## src/rtl/pll_lock_ctrl.sv

```systemverilog
// PLL bring-up sequencer: pulses the PLL reset, qualifies the synchronized lock
// indicator, retries failed attempts, and latches a fault once retries run out.
module pll_lock_ctrl #(
  parameter int RESET_CYCLES  = 10,
  parameter int LOCK_TIMEOUT  = 50000,
  parameter int STABLE_CYCLES = 1000,
  parameter int MAX_RETRIES   = 3,
  parameter int CNT_W         = 16,
  parameter int RTY_W         = 2
) (
  input  logic             clk,
  input  logic             rst,
  input  logic             pll_locked,
  input  logic             soft_restart,
  output logic             pll_areset,
  output logic             clk_ready,
  output logic             lock_lost,
  output logic             fault,
  output logic [RTY_W-1:0] retry_cnt,
  output logic [2:0]       state_dbg
);

  typedef enum logic [2:0] {
    ST_RESET     = 3'd0,
    ST_WAIT_LOCK = 3'd1,
    ST_STABLE    = 3'd2,
    ST_RUN       = 3'd3,
    ST_FAULT     = 3'd4
  } state_e;

  localparam logic [CNT_W-1:0] RST_LAST = CNT_W'(RESET_CYCLES - 1);
  localparam logic [CNT_W-1:0] TMO_LAST = CNT_W'(LOCK_TIMEOUT - 1);
  localparam logic [CNT_W-1:0] STB_LAST = CNT_W'(STABLE_CYCLES - 1);
  localparam logic [RTY_W-1:0] RTY_MAX  = RTY_W'(MAX_RETRIES);

  state_e           state_q, state_d;
  logic [CNT_W-1:0] cnt_q, cnt_d;
  logic [RTY_W-1:0] retry_q, retry_d;
  logic [1:0]       sync_q;
  logic             locked_s;
  logic             lock_lost_d;
  logic             fail;

  assign locked_s  = sync_q[1];
  assign retry_cnt = retry_q;
  assign state_dbg = state_q;

  // soft_restart is a single-cycle strobe; it outranks every state transition.
  always_comb begin
    state_d     = state_q;
    cnt_d       = cnt_q;
    retry_d     = retry_q;
    lock_lost_d = 1'b0;
    fail        = 1'b0;
    if (soft_restart) begin
      state_d = ST_RESET;
      retry_d = '0;
    end else begin
      case (state_q)
        ST_RESET: begin
          cnt_d = cnt_q + 1'b1;
          if (cnt_q == RST_LAST) state_d = ST_WAIT_LOCK;
        end
        ST_WAIT_LOCK: begin
          cnt_d = cnt_q + 1'b1;
          if (locked_s)               state_d = ST_STABLE;
          else if (cnt_q == TMO_LAST) fail    = 1'b1;
        end
        ST_STABLE: begin
          cnt_d = cnt_q + 1'b1;
          if (!locked_s) begin
            fail = 1'b1;
          end else if (cnt_q == STB_LAST) begin
            state_d = ST_RUN;
            retry_d = '0;
          end
        end
        ST_RUN: begin
          if (!locked_s) begin
            state_d     = ST_RESET;
            lock_lost_d = 1'b1;
          end
        end
        ST_FAULT: ;
        default: state_d = ST_RESET;
      endcase
      // The last permitted attempt failing parks the PLL in reset for good.
      if (fail) begin
        if (retry_q == RTY_MAX) begin
          state_d = ST_FAULT;
        end else begin
          retry_d = retry_q + 1'b1;
          state_d = ST_RESET;
        end
      end
    end
    if (soft_restart || (state_d != state_q)) cnt_d = '0;
  end

  always_ff @(posedge clk) begin
    if (rst) begin
      state_q    <= ST_RESET;
      cnt_q      <= '0;
      retry_q    <= '0;
      sync_q     <= '0;
      pll_areset <= 1'b1;
      clk_ready  <= 1'b0;
      lock_lost  <= 1'b0;
      fault      <= 1'b0;
    end else begin
      sync_q     <= {sync_q[0], pll_locked};
      state_q    <= state_d;
      cnt_q      <= cnt_d;
      retry_q    <= retry_d;
      pll_areset <= (state_d == ST_RESET) || (state_d == ST_FAULT);
      clk_ready  <= (state_d == ST_RUN);
      lock_lost  <= lock_lost_d;
      fault      <= (state_d == ST_FAULT);
    end
  end

endmodule

```

## config.mk

```make
export PLATFORM = sky130hd
export DESIGN_NAME = pll_lock_ctrl
export DESIGN_NICKNAME = d
export VERILOG_FILES = /design/src/rtl/pll_lock_ctrl.sv
export SDC_FILE = /design/constraint.sdc
export NUM_CORES = 1
export LEC_CHECK = 0
export ABC_AREA = 1
export BUFFER_PORTS_ARGS = -buffer_cell sky130_fd_sc_hd__clkbuf_2
export CORE_MARGIN = 2
export CORE_UTILIZATION = 50
export CTS_CLUSTER_DIAMETER = 120
export DETAILED_ROUTE_END_ITERATION = 8
export PLACE_DENSITY = 0.79
export SLEW_MARGIN = 20
export SYNTH_ARGS = -nofsm -noshare
export SYNTH_HDL_FRONTEND = slang
export SYNTH_SLANG_ARGS = --single-unit
```

## constraint.sdc

```tcl
create_clock -name clk -period 2.3 [get_ports clk]
set_clock_uncertainty 0.1 [all_clocks]
set_input_delay 0.23 -clock clk [delete_from_list [all_inputs] [get_ports clk]]
set_output_delay 0.23 -clock clk [all_outputs]
set_load 0.02 [all_outputs]
```

==> flow_summary.toml <==
[routing]
dr_total_vias = 1162
wl_per_cell_um = 10.8
ant_nets = 0
drt_wl_total_um = 2510
viasPerCell = 5.01
drc = 0
drt_iter0_drc = 62
dr.pass1.iters = 4

[timing]
fin_tns_setup_ns = 0
tightest_slew_ns = 0.400
relSlewSlack_pct = 73.3
rsz0062_at_grt = "no"
max_freq_ghz = 0.521
hold_viol_final = 0
fin_crit_ns = 1.92
min_period_over_period_pct = 83.4
finalSetupViolations = 0
slew_viol_final = 0

[placement]
place.detailed.hpwl_um = 1940
gp_congestion = 0.796
dp_cells = 227
numPortBuffers = 12

[pwr]
seqPwrFrac_pct = 67.1
ir_drop_uv = 422
p_per_area_nw_per_um2 = 442
p_comb_share_pct = 4.7
p_int_mw = 0.549
leakage_nw = 0.569
p_clk_share_pct = 28.2
finalPower_mw = 0.705
sw_frac_of_total_pct = 22.2
p_switching_mw = 0.157

[min_path]
worstHoldStart = "soft_restart"
hold_depth = 2
min_path_type = "in -> reg"
hold_end = "lock_lost"

[critical_path]
worstPathRequired_ns = 2.45
rrSetupSlack_ns = 0.38
path_cells = "ha_1 -> nand3_1 -> inv_1 -> nand3_1 -> nand2_1 -> nand2_2 -> nand3_2 -> nand2_2 -> nand3_4 -> nor2_1"
r2r-end = "cnt_q[0]"
cp.arrival_ns = 2.07
crit_slowest_cell = "dfxtp_1"
reg2reg_from = "cnt_q[0]"
critPathMaxStageDelay_ns = 0.37
endpoint_kind = "register"
crit_path_start_kind = "register"
path_max_fanout = 16
reg2reg_depth = 10
critical_path_class = "reg -> reg"

[synthesis]
synth-main-ff-cell = "dfxtp_1"
synth_adder_area_share_pct = 2.53
synth-xor-area-share_pct = 8.85
syn_inst = 186
syn_avg_cell_area_um2 = 7.98
synth_common_cells = "nor2_1, dfxtp_1, nand2_1"
synth_top_area_cell = "dfxtp_1"
synth_top_family_by_area = "simple AND/OR/NAND/NOR gates"
synth_compound_area_share_pct = 3.96
ys_warn_count = 0
synth_nets = 193
synth.distinct_cells = 31
synthMuxAreaShare_pct = 0
synth-simple-area-share_pct = 39.5
syn_area_um2 = 1480
ys_async_sr_fraction_pct = 0
yosysSeqAreaShare_pct = 36.4
synth_most_common_cell = "nor2_1"
synth-edff-count = 0
synth_top_area_share_pct = 36.4
synthTopCellsByArea = "dfxtp_1, nor2_4, nor2_1"
ys_seq_elements = 27

[floorplanning]
die_x_um = 58.5
die_h_um = 58.5
start_util_pct = 53.4
coreArea_um2 = 2780
ios = 13
row_count = 19
dieArea_um2 = 3420

[clock_network]
cts.sinks = 27
cts_setup_buffers = 0
holdBufCountCts = 1
clkTransAtPathRegs_ns = 0.13
clk_latency_ns = 0.32
cts_resized = 0
cts_buffer_depth = 2
numCtsBuffers = 3
htreeDepth = 1
cts_tree = "done"
root_buffer = "clkbuf_4"

[global_routing]
overflow = 0
grt_pass1_wl_um = 4440
grt_max_degree = 17
antenna_found_initial = 0
grt_pass1_vias = 1070
globalRouteTotalUtil_pct = 16.5

[cells_and_area]
syn_to_final_growth_pct = 7.50
final_nets = 209
layoutNonFillerInstCount = 232
num_antenna_cells = 0
layout-drive-gt1-share_pct = 24.4

[run]
maxCapViolations = 0

[status]
status = "finished clean"
## through the flow
| step | util, % | setup slack [ns] | cell area [µm²] | hold WS (ns) |
|---|---|---|---|---|
| after floorplan | - | 0.624 | 1480 | 0.208 |
| after global placement | 56.1 | 0.482 | 1560 | 0.295 |
| after detailed placement | 56.1 | 0.386 | 1560 | 0.295 |
| after CTS | 57.4 | 0.352 | 1600 | 0.0308 |
| after global routing | 57.4 | 0.170 | 1600 | 0.0518 |
| final | 57.4 | 0.381 | 1600 | 0.0545 |
## layout make-up
cell class                      count  area, µm²
Clock buffer                        4       26.3
Fill cell                         251       1190
Inverter                           28        105
Multi-Input combinational cell    129        815
Sequential cell                    27        541
Tap cell                           31       38.8
Timing Repair Buffer               13       70.1
## cell usage in the layout (no fill, tap or decap), types with 5 or more instances in the layout
cell and instances:
dfxtp_1 27, nand2_1 24, nor2_4 12, xnor2_1 7, inv_1 22, nand3_1 9, nand2_2 5, xor2_1 8
clkbuf_2 12, nor2_1 31, inv_2 5
## metal layers
layer  GRT usage, %  vias to the layer above  part of all wire (%)
met5              0                        -                     0
met4           2.33                        0                  0.44
met3           4.40                        2                   3.9
met2           29.1                       24                    48
met1           20.7                      528                    48
li1               -                      608                     -
## cell families (layout without fill, tap and decap cells)
logic type	after synthesis	in the layout
simple gates	101	101
buf+inv	30	45
flops	27	27
xor+xnor	15	15
compound gates	10	10
fa+ha+maj	3	3
## worst max path at each step
stage                  from        end  slack [ns]  cells after the start
6_report           cnt_q[0]   cnt_q[0]        0.38                     10
5_1_grt        state_dbg[1]   cnt_q[0]        0.17                      9
4_1_cts            cnt_q[0]   cnt_q[0]        0.35                     10
3_5_place_dp       cnt_q[0]   cnt_q[0]        0.39                     10
3_3_place_gp       cnt_q[0]  cnt_q[11]        0.48                     10
2_1_floorplan  state_dbg[0]   cnt_q[8]        0.62                     10
## worst max-delay path: cells and delay by family, from the launching register on
kind	cells	cell delay, ns
buf+inv	1	0.06
simple gates	8	1.08
flops	1	0.37
fa+ha+maj	1	0.23
## power groups by stage
stage | Combinational [mW] | Sequential (mW) | Clock, mW
after floorplan | 0.0293 | 0.483 | 0
after global placement | 0.0321 | 0.483 | 0
after detailed placement | 0.0321 | 0.484 | 0
after CTS | 0.0335 | 0.474 | 0.214
after global routing | 0.0375 | 0.474 | 0.229
final | 0.0332 | 0.473 | 0.199
## sequential cells by signal (all words and copies together), names as in the netlist
register,count
lock_lost,1
clk_ready,1
sync_q,2
fault,1
state_dbg,3
retry_cnt,2
pll_areset,1
cnt_q,16
Note: power is estimated with default switching activity, not from simulation.
